--- config.mk ---
export PLATFORM = sky130hd
export DESIGN_NAME = branch_unit
export DESIGN_NICKNAME = d
export VERILOG_FILES = /design/src/rtl/cpu_pkg.sv /design/src/rtl/cond_eval.sv /design/src/rtl/branch_unit.sv
export SDC_FILE = /design/constraint.sdc
export NUM_CORES = 1
export LEC_CHECK = 0
export ABC_AREA = 1
export ABC_CLOCK_PERIOD_IN_PS = 2000
export BUFFER_PORTS_ARGS = -buffer_cell sky130_fd_sc_hd__buf_2
export CORE_ASPECT_RATIO = 1.1
export CORE_MARGIN = 5
export CORE_UTILIZATION = 40
export CTS_BUF_LIST = sky130_fd_sc_hd__clkbuf_4
export CTS_CLUSTER_SIZE = 14
export DETAILED_ROUTE_END_ITERATION = 16
export PLACE_DENSITY = 0.73
export SYNTH_ARGS = -nofsm -noshare
export SYNTH_HDL_FRONTEND = slang
export SYNTH_SLANG_ARGS = --single-unit
--- constraint.sdc ---
create_clock -name clk -period 2 [get_ports clk]
set_input_delay 0.3 -clock clk [delete_from_list [all_inputs] [get_ports clk]]
set_output_delay 0.3 -clock clk [all_outputs]
set_load 0.02 [all_outputs]
--- src/rtl/cpu_pkg.sv ---
//==============================================================================
// Module : cpu_pkg
// Desc   : Shared condition-code encodings, flag-mask layout and branch FSM
//          state type for the 16-bit pipelined CPU.
// Rev    : 1.0
//==============================================================================
`default_nettype none

package cpu_pkg;

    localparam logic [2:0] CC_NE   = 3'b000;
    localparam logic [2:0] CC_EQ   = 3'b001;
    localparam logic [2:0] CC_GT   = 3'b010;
    localparam logic [2:0] CC_LT   = 3'b011;
    localparam logic [2:0] CC_GTE  = 3'b100;
    localparam logic [2:0] CC_LTE  = 3'b101;
    localparam logic [2:0] CC_OVFL = 3'b110;
    localparam logic [2:0] CC_UNC  = 3'b111;

    // Bit positions inside a 3-bit {Z,V,N} flag mask
    localparam int FLAG_Z = 2;
    localparam int FLAG_V = 1;
    localparam int FLAG_N = 0;

    typedef enum logic [0:0] {
        IDLE = 1'b0,
        WAIT = 1'b1
    } br_state_t;

endpackage : cpu_pkg

`default_nettype wire

--- src/rtl/cond_eval.sv ---
//==============================================================================
// Module : cond_eval
// Desc   : Combinational condition evaluator: branch-taken decision and the
//          mask of flags the condition depends on.
// Rev    : 1.0
//==============================================================================
`default_nettype none

module cond_eval
    import cpu_pkg::*;
(
    input  logic [2:0] ccc,
    input  logic       flag_z,
    input  logic       flag_v,
    input  logic       flag_n,
    output logic       taken,
    output logic [2:0] need
);

    always_comb begin
        taken = 1'b0;
        need  = 3'b000;
        case (ccc)
            CC_NE: begin
                taken        = ~flag_z;
                need[FLAG_Z] = 1'b1;
            end
            CC_EQ: begin
                taken        = flag_z;
                need[FLAG_Z] = 1'b1;
            end
            CC_GT: begin
                taken        = ~flag_z & ~flag_n;
                need[FLAG_Z] = 1'b1;
                need[FLAG_N] = 1'b1;
            end
            CC_LT: begin
                taken        = flag_n;
                need[FLAG_N] = 1'b1;
            end
            CC_GTE: begin
                taken        = flag_z | ~flag_n;
                need[FLAG_Z] = 1'b1;
                need[FLAG_N] = 1'b1;
            end
            CC_LTE: begin
                taken        = flag_n | flag_z;
                need[FLAG_Z] = 1'b1;
                need[FLAG_N] = 1'b1;
            end
            CC_OVFL: begin
                taken        = flag_v;
                need[FLAG_V] = 1'b1;
            end
            default: begin
                taken = 1'b1;
            end
        endcase
    end

endmodule : cond_eval

`default_nettype wire

--- src/rtl/branch_unit.sv ---
//==============================================================================
// Module : branch_unit
// Desc   : Decode-stage branch resolver with flag-hazard stall, registered
//          redirect to fetch and saturating branch statistics.
// Rev    : 1.0
//==============================================================================
`default_nettype none

module branch_unit
    import cpu_pkg::*;
#(
    parameter int W     = 16,
    parameter int CNT_W = 16
) (
    input  logic             clk,
    input  logic             rst_n,
    input  logic             id_valid,
    input  logic             id_is_b,
    input  logic             id_is_br,
    input  logic [2:0]       id_ccc,
    input  logic [W-1:0]     id_pc_plus2,
    input  logic [8:0]       id_imm9,
    input  logic [W-1:0]     id_rs_data,
    input  logic             ex_wr_z,
    input  logic             ex_wr_v,
    input  logic             ex_wr_n,
    input  logic             flag_z,
    input  logic             flag_v,
    input  logic             flag_n,
    input  logic             stats_clr,
    output logic             stall,
    output logic             redirect,
    output logic [W-1:0]     redirect_pc,
    output logic [CNT_W-1:0] br_total,
    output logic [CNT_W-1:0] br_taken
);

    localparam logic [CNT_W-1:0] c_cnt_one = {{(CNT_W-1){1'b0}}, 1'b1};
    localparam logic [CNT_W-1:0] c_cnt_max = {CNT_W{1'b1}};

    br_state_t        r_state;
    br_state_t        w_next_state;
    logic             r_redirect;
    logic [W-1:0]     r_redirect_pc;
    logic [CNT_W-1:0] r_br_total;
    logic [CNT_W-1:0] r_br_taken;

    logic             w_br_present;
    logic             w_hazard;
    logic             w_stall;
    logic             w_resolve;
    logic             w_taken;
    logic [2:0]       w_need;
    logic [W-1:0]     w_b_offset;
    logic [W-1:0]     w_target;

    cond_eval u_cond_eval (
        .ccc    (id_ccc),
        .flag_z (flag_z),
        .flag_v (flag_v),
        .flag_n (flag_n),
        .taken  (w_taken),
        .need   (w_need)
    );

    // The instruction sitting in decode while redirect is high is wrong-path
    assign w_br_present = id_valid & (id_is_b | id_is_br) & ~r_redirect;
    assign w_hazard     = w_br_present & (|(w_need & {ex_wr_z, ex_wr_v, ex_wr_n}));

    // Word offset scaled to bytes, sign-extended to W bits
    assign w_b_offset = {{(W-10){id_imm9[8]}}, id_imm9, 1'b0};
    assign w_target   = id_is_br ? id_rs_data : (id_pc_plus2 + w_b_offset);

    always_ff @(posedge clk or negedge rst_n) begin
        if (!rst_n) begin
            r_state <= IDLE;
        end else begin
            r_state <= w_next_state;
        end
    end

    // WAIT resolves unconditionally: the stall cycle put a bubble into EX,
    // so the flag register is now up to date.
    always_comb begin
        w_next_state = r_state;
        w_stall      = 1'b0;
        w_resolve    = 1'b0;
        case (r_state)
            IDLE: begin
                if (w_br_present) begin
                    if (w_hazard) begin
                        w_stall      = 1'b1;
                        w_next_state = WAIT;
                    end else begin
                        w_resolve = 1'b1;
                    end
                end
            end
            WAIT: begin
                w_resolve    = 1'b1;
                w_next_state = IDLE;
            end
            default: begin
                w_next_state = IDLE;
            end
        endcase
    end

    always_ff @(posedge clk or negedge rst_n) begin
        if (!rst_n) begin
            r_redirect    <= 1'b0;
            r_redirect_pc <= '0;
        end else begin
            r_redirect <= w_resolve & w_taken;
            if (w_resolve & w_taken) begin
                r_redirect_pc <= w_target;
            end
        end
    end

    always_ff @(posedge clk or negedge rst_n) begin
        if (!rst_n) begin
            r_br_total <= '0;
            r_br_taken <= '0;
        end else if (stats_clr) begin
            r_br_total <= '0;
            r_br_taken <= '0;
        end else if (w_resolve) begin
            if (r_br_total != c_cnt_max) begin
                r_br_total <= r_br_total + c_cnt_one;
            end
            if (w_taken && (r_br_taken != c_cnt_max)) begin
                r_br_taken <= r_br_taken + c_cnt_one;
            end
        end
    end

    assign stall       = w_stall & rst_n;
    assign redirect    = r_redirect;
    assign redirect_pc = r_redirect_pc;
    assign br_total    = r_br_total;
    assign br_taken    = r_br_taken;

endmodule : branch_unit

`default_nettype wire

==> metrics.md <==
| Metric | Value |
|---|---|
| Outcome | completed |
| TritonCTS clock tree | done |
| # IOs | 106 |
| Min Tclk post-route | 1.78 ns |
| PwrDens | 597 nW/um2 |
| Final GP Congestion | slightly above 0.9 |
| Clock transition at the registers of the reported paths | 0.15 ns |
| Number of buffer cells added on primary ports | around 110 |
| Initial DRC count | 138 |
| Final setup fails | 0 |
| Crit path arrival time | 2.05 ns |
| Clk Latency, worst-skew pair | about 0.36 ns |
| Largest net degree at the start of global routing | between 50 and 60 |
| Cells along the critical path | ha_1 -> nand2_1 -> nor3_1 -> nand4_1 -> nand2_1 -> nand2_2 -> nand2_1 -> nand2_1 |
| First-pass GRT wire length | 17600 um |
| Via Count | 4248 |
| Cts repair resizes | 0 |
| Core region area | slightly below 10000 um2 |
| Max Root-Sink Buffers | 2 |
| DR pass1 iterations | 5 |
| Die width | 106 um |
| Hold_buf cts | 0 |
| Cell mode on critical path | nand2_1 |
| VDD IR max | 246 uV |
| Fin. max-slew vios | 0 |
| DP HPWL | 8180 um |
| Place WS | 0.127 ns |
| Fin util | 48.6% |
| DR WL/cell | 11.8 um |
| Final ANT Viol Nets | 0 |
| Relative slew slack | 57.0% |
| #FFs+latches synth | 50 |
| Max stage delay cell, worst path | dfrtp_1 |
| Fin crit share | between 80% and 90% |
| Buffer and inverter count on the worst path | 0 |
| Endpoints failing hold | 0 |
| Yosys Warn Count | 0 |
| Clock root buffer | clkbuf_4 |
| Post-Route Setup TNS | 0 ns |
| Nets | 836 |
| CP top delay family | simple AND/OR/NAND/NOR gates |
| Setup Buffers After CTS | 0 |
| DIE HEIGHT | between 100 and 150 um |
| Fmax | 0.560 GHz |
| CP max stage delay | about 0.44 ns |
| Worst Tran Pin Value | 0.645 ns |
| Setup CP Type | flip-flop to flip-flop |
| Initial Utilization | 41.1% |
| Max-cap violations | 0 |
| Seq/Total Area, Yosys | 30.8% |
| Netlist Area Pre-Place | 4070 um2 |
| Critical path required time | 2.26 ns |
| Area added between synthesis and finish | 18.1% |
| Drt drc | 0 |
| Syn Area/Cell | approximately 6.2 um2 |
| Placement row count | 38 |
| LEAKAGE | 0.00273 uW |
| GR Overflow Total | 0 |
| Htree depth | 2 |
| Final Skew | 0.0101 ns |
| Ant diodes | 0 |
| Post-DR vias/cell | 4.81 |
| Syn_nets | 729 |
| Total clock sinks | 50 |
| Vias in the first global route | 3905 |
| WL final | about 10000 um |
| Critical path capture point type | flip-flop |
| Hold Path Class | input pin to async pin |
| GRT Total Usage | 17.0% |
| Final WS setup | 0.216 ns |
| Layout cells sized above 1 | 18.2% |
| Max FO, Critical Path | 14 |
| Area of the die | 12300 um2 |
| Startpoint Class | flip-flop |
| Num CTS Buffers | 5 |
| RSZ-0062 raised after global routing | no |
| Cell variety after synth | 31 |
| Synth Instances | 656 |
| Initial antenna violation count | 0 |
[layer usage]
layer	part of all wire, %	global-route usage, %	up-vias	wire length [um]
met5	0	0	-	0
met1	44	20.8	1863	4550
met2	49	31.2	114	5120
met3	5.2	2.40	14	544
li1	-	-	2257	-
met4	1.8	5.01	0	192
[per-stage QoR]
| step | instance area [um2] | std cells | total power (uW) | hold slack (ns) |
|---|---|---|---|---|
| after detailed placement | 4730 | 876 | 2310 | 0.462 |
| after global routing | 4810 | 884 | 3080 | 0.0882 |
| after global placement | 4730 | 876 | 2300 | 0.458 |
| after floorplan | 4070 | 656 | 1930 | 0.00441 |
| after CTS | 4810 | 884 | 2910 | 0.0548 |
| final | 4810 | 884 | 2870 | 0.0310 |
[report_power, final]
part / switching (uW) / internal (uW) / total (uW)
Clock: 333 / 260 / 593
Sequential: 95.8 / 1150 / 1250
Combinational: 677 / 351 / 1030
[placed cells by master, fill, tap and decap left out, drive strengths merged]
| master | count |
|---|---|
| xnor2 | 5 |
| fa | 1 |
| o21ai | 11 |
| nand4 | 9 |
| nand3b | 1 |
| dfrtp | 50 |
| nor2 | 95 |
| or2 | 2 |
| nor3b | 2 |
| o21bai | 1 |
| nand3 | 73 |
| nand2 | 270 |
| and2 | 2 |
| nor3 | 10 |
| inv | 68 |
| xor2 | 17 |
| clkbuf | 5 |
| ha | 16 |
| buf | 115 |
| clkinv | 3 |
| bufinv | 1 |
| a21oi | 7 |
[synthesized netlist by cell type]
library cell  instances  area [um2]
inv_1                68         255
o21bai_1              1        7.51
clkinv_1              1        3.75
nor2_1               92         345
nor3_1               10        50.1
clkbuf_1              6        22.5
o21ai_4               1        16.3
ha_1                 16         200
nor2_2                2        12.5
fa_1                  1        20.0
nand2_1             262         983
nand3b_1              1        7.51
nand2_4               2        22.5
nor2_4                1        11.3
buf_1                 1        3.75
nand2_2               6        37.5
buf_4                 2        15.0
buf_2                 3        15.0
and2_1                2        12.5
nand4_1               9        56.3
dfrtp_1              50        1250
or2_2                 1        6.26
nand3_1              70         350
xor2_1               17         149
a21oi_1               7        35.0
nand3_2               3        30.0
xnor2_1               5        43.8
nor3b_1               2        15.0
buf_6                 3        33.8
or2_0                 1        6.26
o21ai_0              10        50.1
[layout make-up]
type	count	area [um2]
Clock buffer	5	37.5
Clock inverter	3	40.0
Fill cell	1061	5080
Inverter	69	259
Multi-Input combinational cell	522	2470
Sequential cell	50	1250
Tap cell	120	150
Timing Repair Buffer	115	601
[registers in the layout (all words and copies together) (netlist names)]
| signal | cells |
|---|---|
| br_total | 16 |
| redirect | 1 |
| redirect_pc | 16 |
| br_taken | 16 |
| r_state | 1 |
[logic make-up (layout without fill, tap and decap cells)]
family	count (synthesis)	count (layout)	synth area share, %
simple gates	464	464	47.8
xor+xnor	22	22	4.74
buf+inv	84	192	8.58
flops	50	50	30.8
compound gates	19	19	2.68
fa+ha+maj	17	17	5.41
[worst paths after layout]
path                                  from         endpoint  slack [ns]  cells after the start
hold / removal                       rst_n     br_taken[15]        0.03                      2
min in group clk            id_pc_plus2[0]   redirect_pc[0]        0.22                      5
setup / recovery               br_total[1]     br_total[12]        0.22                      8
hold reg to reg            redirect_pc[15]  redirect_pc[15]        0.49                      2
max in group asynchronous            rst_n      br_total[0]        1.52                      2
setup reg to reg               br_total[1]     br_total[12]        0.22                      8
No activity file was read; power rests on OpenSTA's default activity.
